===== config.mk =====
export PLATFORM = sky130hd
export DESIGN_NAME = gate_unit_arbiter
export DESIGN_NICKNAME = d
export VERILOG_FILES = /design/src/rtl/gate_unit_arbiter.sv
export SDC_FILE = /design/constraint.sdc
export NUM_CORES = 1
export LEC_CHECK = 0
export ABC_AREA = 1
export CAP_MARGIN = 20
export CORE_MARGIN = 2
export CORE_UTILIZATION = 45
export CTS_CLUSTER_DIAMETER = 120
export DETAILED_ROUTE_END_ITERATION = 12
export PLACE_DENSITY = 0.81
export SETUP_SLACK_MARGIN = 0.02
export SLEW_MARGIN = 20
export SYNTH_ARGS = -nofsm -noshare
export SYNTH_HDL_FRONTEND = slang
export SYNTH_SLANG_ARGS = --single-unit

===== constraint.sdc =====
create_clock -name clk -period 3.18 [get_ports clk]
set_clock_uncertainty 0.1 [all_clocks]
set_input_delay 0.318 -clock clk [delete_from_list [all_inputs] [get_ports clk]]
set_output_delay 0.318 -clock clk [all_outputs]
set_load 0.01 [all_outputs]

===== src/rtl/gate_unit_arbiter.sv =====
// Arbitrates N requesters onto one registered AND/OR/NOT unit and returns {a&b, a|b, ~a} with the owner's index.
// Optional macro GATE_ARB_RR_EN selects round-robin arbitration; otherwise fixed priority (lowest index wins).
module gate_unit_arbiter #(
   parameter int N   = 4,
   parameter int W   = 1,
   parameter int IDW = $clog2(N)
) (
   input  logic           clk,
   input  logic           rst_n,
   input  logic [N-1:0]   req,
   input  logic [N*W-1:0] op_a,
   input  logic [N*W-1:0] op_b,
   output logic [N-1:0]   gnt,
   output logic           rsp_valid,
   input  logic           rsp_ready,
   output logic [IDW-1:0] rsp_id,
   output logic [3*W-1:0] rsp_y,
   output logic           busy
);
   typedef enum logic [1:0] {IDLE, EXEC, RESP} state_t;

   state_t         state_reg, state_next;
   logic [N-1:0]   gnt_reg;
   logic [W-1:0]   a_reg, b_reg;
   logic [IDW-1:0] id_reg;
   logic           rsp_valid_reg;
   logic [IDW-1:0] rsp_id_reg;
   logic [3*W-1:0] rsp_y_reg;

   logic [IDW-1:0] win_idx;
   logic           win_found;
   logic [N-1:0]   win_onehot;

   logic [W-1:0]   a_slice [N];
   logic [W-1:0]   b_slice [N];

   for (genvar gi = 0; gi < N; gi++) begin : g_slice
      assign a_slice[gi] = op_a[gi*W +: W];
      assign b_slice[gi] = op_b[gi*W +: W];
   end

`ifdef GATE_ARB_RR_EN
   logic [IDW-1:0] ptr_reg;
   int             rr_cand;

   // Search starts just after the last served index and wraps modulo N.
   always_comb begin
      win_idx   = '0;
      win_found = 1'b0;
      rr_cand   = 0;
      for (int k = 1; k <= N; k++) begin
         rr_cand = (int'(ptr_reg) + k) % N;
         if (!win_found && req[rr_cand]) begin
            win_found = 1'b1;
            win_idx   = IDW'(rr_cand);
         end
      end
   end

   always_ff @(posedge clk or negedge rst_n) begin
      if (!rst_n) begin
         ptr_reg <= IDW'(N-1);
      end else if (state_reg == RESP && rsp_ready) begin
         ptr_reg <= rsp_id_reg;
      end
   end
`else
   always_comb begin
      win_idx   = '0;
      win_found = 1'b0;
      for (int i = N-1; i >= 0; i--) begin
         if (req[i]) begin
            win_found = 1'b1;
            win_idx   = IDW'(i);
         end
      end
   end
`endif

   assign win_onehot = {{(N-1){1'b0}}, 1'b1} << win_idx;

   always_comb begin
      state_next = state_reg;
      busy       = (state_reg != IDLE);
      case (state_reg)
         IDLE:    if (win_found) state_next = EXEC;
         EXEC:    state_next = RESP;
         RESP:    if (rsp_ready) state_next = IDLE;
         default: state_next = IDLE;
      endcase
   end

   always_ff @(posedge clk or negedge rst_n) begin
      if (!rst_n) begin
         state_reg     <= IDLE;
         gnt_reg       <= '0;
         a_reg         <= '0;
         b_reg         <= '0;
         id_reg        <= '0;
         rsp_valid_reg <= 1'b0;
         rsp_id_reg    <= '0;
         rsp_y_reg     <= '0;
      end else begin
         state_reg <= state_next;
         gnt_reg   <= '0;
         // Operands are captured with the grant so the requester may change them afterwards.
         if (state_reg == IDLE && win_found) begin
            gnt_reg <= win_onehot;
            a_reg   <= a_slice[win_idx];
            b_reg   <= b_slice[win_idx];
            id_reg  <= win_idx;
         end
         if (state_reg == EXEC) begin
            rsp_y_reg     <= {a_reg & b_reg, a_reg | b_reg, ~a_reg};
            rsp_id_reg    <= id_reg;
            rsp_valid_reg <= 1'b1;
         end
         if (state_reg == RESP && rsp_ready) begin
            rsp_valid_reg <= 1'b0;
         end
      end
   end

   assign gnt       = gnt_reg;
   assign rsp_valid = rsp_valid_reg;
   assign rsp_id    = rsp_id_reg;
   assign rsp_y     = rsp_y_reg;
endmodule


# [Yosys cells after proc, flatten, opt, wreduce, memory -nomap -nowiden]
# Index checks and enable logic that the tools add are counted.
[totals] ff_bits=16 inputBits=15 output_inout_bits=11
[classes] order_cmp=1 eq_ne=4 shifts=1 mux=20 n_bitwise=4 n_reduce_logical=6
[op_table] op="2-bit two-way mux" n=6
[op_table] op="1-bit two-way mux" n=10
[op_table] op="2-bit one-hot mux with 3 select lines" n=1
[op_table] op="1-bit binary-select mux with 2-bit select" n=2
[op_table] op="4-bit two-way mux" n=1
[op_table] op="2-bit != test (second input constant)" n=2
[op_table] op="2-bit nonzero test" n=2
[op_table] op="1-bit by 2-bit << shifter with 4-bit output (first input constant)" n=1
[op_table] op="3-bit greater-or-equal comparator (second input constant)" n=1
[op_table] op="2-bit inverter with 3-bit output" n=1
[op_table] op="2-bit by 1-bit == test with 1-bit output (second input constant)" n=1
[op_table] op="2-bit == test (second input constant)" n=1
[op_table] op="1-bit logical AND" n=2
[op_table] op="2-bit logical NOT" n=1
[op_table] op="2-bit AND reduction" n=1
[op_table] op="1-bit bitwise AND" n=1
[op_table] op="1-bit inverter" n=1
[op_table] op="1-bit bitwise OR" n=1

# [Longest topological paths before layout]
[depth] ltp_word=8 mapped_depth=7

# [Least setup slack after synthesis]
# No wires, ideal clock.
[synth_path] path_kind="reg2reg" startpoint="reg state_reg[1]" endpoint="reg a_reg" t_arrival_ps=919 required_ps=2963 slack_ps=2043 path_stages_with_launch=7 n_path_buf=0 synth_period_minus_slack_ps=1137 path_cell_list="dfrtp_1 > nor2_2 > inv_2 > a21oi_4 > inv_2 > nand2_1 > nand2_1"
[synth_between] elab_chain_len=2
[synth_lines] item="start: declaration" line_no="22" source="state_t state_reg, state_next;"
[synth_lines] item="start signal: assignment" line_no="104" source="state_reg <= state_next;"
[synth_lines] item="2-bit logical NOT" line_no="107" source="if (state_reg == IDLE && win_found) begin"
[synth_lines] item="1-bit logical AND" line_no="107"
[synth_lines] item="end signal: assignment" line_no="109" source="a_reg <= a_slice[win_idx];"
[synth_lines] item="end: declaration" line_no="24" source="logic [W-1:0] a_reg, b_reg;"
# No other way between the ends.
# A chain may end at the register's enable or synchronous reset.

# [Worst setup path after layout]
[layout_path] startpoint="reg state_reg[1]" endpoint="out busy"
[layout_between] elab_chain_len=1
[layout_lines] item="2-bit nonzero test" line_no="84" source="busy = (state_reg != IDLE);"
[layout_lines] item="end: declaration" line_no="18" source="output logic busy"
# No other way between the ends.

==> results.yml <==
outcome:
  status: "finished, final reports clean"
worst_setup_path:
  crit_buf_inv: 2
  cp_cell_sequence: "nor2_2, inv_2, clkdlybuf4s50_1"
  crit_family: "buffers and inverters"
  cpMaxStageDelayCell: "clkdlybuf4s50_1"
  critPathLaunchType: "flip-flop"
  worstPathArrival_ns: 1.45
  path_class: "flip-flop to primary output"
  cp-end-kind: "primary output"
  worst-path-max-fanout: 4
  worstPathRequired_ns: 2.76
  max_stage_delay_ns: 0.48
clock_network:
  clock-sinks: 16
  cts_setup_buffers: 0
  h-tree-depth: 1
  cts_hold_buffers: 0
  cts_resized: 0
  clkTransAtPathRegs_ns: 0.09
  numCtsBuffers: 3
  insertion_delay_ns: 0.28
  cts_buffer_depth: 2
  cts_tree: "yes"
  root_buffer: "clkbuf_4"
global_routing:
  gr-total-overflow: 0
  grt_pass1_vias: 644
  grt_max_degree: 17
  grt_first_pass_wirelength_mm: 2.55
  grtUsageTotal_pct: 18.3
  antenna_found_initial: 0
timing:
  fin_crit_sh_pct: 58.7
  drv_slew: 0
  period_needed_ns: 1.87
  fmax_mhz: 536
  fin_setup_tns_ns: 0
  max_slew_margin_pct: 55.2
  max_slew.worst_pin.slew_ns: 0.670
  rsz0062_at_grt: "no"
  hold_violations: 0
  setup_viol: 0
synthesis:
  syn_inst: 81
  netlist_area_um2: 717
  ys_types: 15
  syn_area_per_cell_um2: 8.85
  yosysWarnings: 0
  yosys-top-cells-count: "dfrtp_1, nand2_1, nand3_1"
  synth_flop_cell: "dfrtp_1"
  ys_seq_area_share_pct: 55.8
  synth_top_area_cell: "dfrtp_1"
  synth_top_area_share_pct: 55.8
  synth-async-reset-ratio_pct: 100
  synth_fp_nets: 96
  netlist_top_cells_area: "dfrtp_1, nand3_1, nand2_1, o21ai_0, inv_1"
  yosys_register_bits: 16
  synth-edff-count: 0
final_layout:
  n_antenna_cell: 0
  synthToLayoutAreaGrowth_pct: 42.8
  largest_reg_flops: 4
  nets: 126
  layout-drive-gt1-share_pct: 13.6
  final_cells: 126
  finalInstanceArea_um2: 1020
power_and_ir_drop:
  power_leakage_nw: 0.485
  p_per_area_nw_per_um2: 763
  ir_drop_v: 0.000342
route:
  via_per_inst: 4.98
  dr.pass1.iters: 4
  detail-route-antenna-nets: 0
  remaining_drc_errors: 0
  routed_wl_mm: 1.46
  drt_iter0_markers: 9
  vias: 627
  wl_per_cell_um: 11.6
die:
  design.core.area_um2: 1510
  dieHeight_um: 43.9
  die_w_um: 43.9
  start_util_pct: 47.6
  die_area_um2: 1930
  ioPinCount: 26
  placementRows: 14
placed_design:
  dpl_cell_area_um2: 987
  routabilityCongestion: 0.764
  io_buffers: 25
  dp_cells: 122
  place_hpwl_mm: 1.13
flow_run:
  maxCapViolations: 0
worst_hold_path:
  hp-class: "primary input to async pin"
==> stage by stage <==
step                      hold slack (ns)  power, mW  setup slack [ns]  utilization, %
final                               0.336      0.781              1.31            67.9
after global routing                0.396      0.848              1.23            67.9
after CTS                           0.361      0.792              1.29            67.9
after detailed placement            0.359      0.655              1.56            65.5
after global placement              0.356      0.645              1.61            65.5
after floorplan                   -0.0776      0.497              2.04               -
==> worst reg2reg max path: stages, from the launching register on <==
cell,delay [ns]
dfrtp_1,0.44
nor2_2,0.17
inv_2,0.08
a21oi_4,0.20
inv_2,0.06
nand2_1,0.06
nand2_1,0.05
==> per-layer routing <==
metal | wire length (µm) | GRT usage (%)
met1 | 597 | 21.4
met4 | 19 | 7.88
met5 | 0 | 0
met3 | 86 | 3.75
met2 | 757 | 32.1
==> cell type report <==
type / count / area, µm²
Fill cell: 129 / 483
Sequential cell: 16 / 400
Multi-Input combinational cell: 53 / 272
Timing Repair Buffer: 25 / 250
Inverter: 12 / 45.0
Clock buffer: 4 / 36.3
Tap cell: 16 / 20.0
==> worst paths after layout <==
| check | start | endpoint | slack [ns] | cells past startpoint |
|---|---|---|---|---|
| min in group clk | rsp_y[1]$_DFFE_PN0N_ | rsp_y[1]$_DFFE_PN0N_ | 0.38 | 2 |
| min | rst_n | rsp_id[1]$_DFFE_PN0N_ | 0.34 | 1 |
| max reg2reg | state_reg[1]$_DFFE_PN0P_ | b_reg$_DFFE_PN0P_ | 1.92 | 6 |
| min reg2reg | rsp_y[1]$_DFFE_PN0N_ | rsp_y[1]$_DFFE_PN0N_ | 0.38 | 2 |
| max in group asynchronous | rst_n | rsp_y[2]$_DFFE_PN0N_ | 2.21 | 1 |
| max | state_reg[1]$_DFFE_PN0P_ | busy | 1.31 | 3 |
==> kinds of logic (layout without fill, tap and decap cells) <==
group	after synthesis	in the layout	synth area share, %
buffers and inverters	12	41	6.28
and+or+nand+nor	43	43	28.8
AOI/OAI and AO/OA	10	10	9.07
DFF	16	16	55.8
==> cells in the final DEF (no fill, tap or decap), drive strengths merged <==
cell / count
nand2: 18
dfrtp: 16
a21oi: 1
nor3: 1
nand3: 17
clkbuf: 4
nor2: 7
o21ai: 9
inv: 12
clkdlybuf4s50: 25
==> where the power goes <==
group | total [mW] | internal [mW] | switching [mW]
clock | 0.129 | 0.0697 | 0.0595
sequential | 0.327 | 0.282 | 0.0449
combinational | 0.325 | 0.157 | 0.168
total | 0.781 | 0.509 | 0.272
Note: power is estimated with default switching activity, not from simulation.
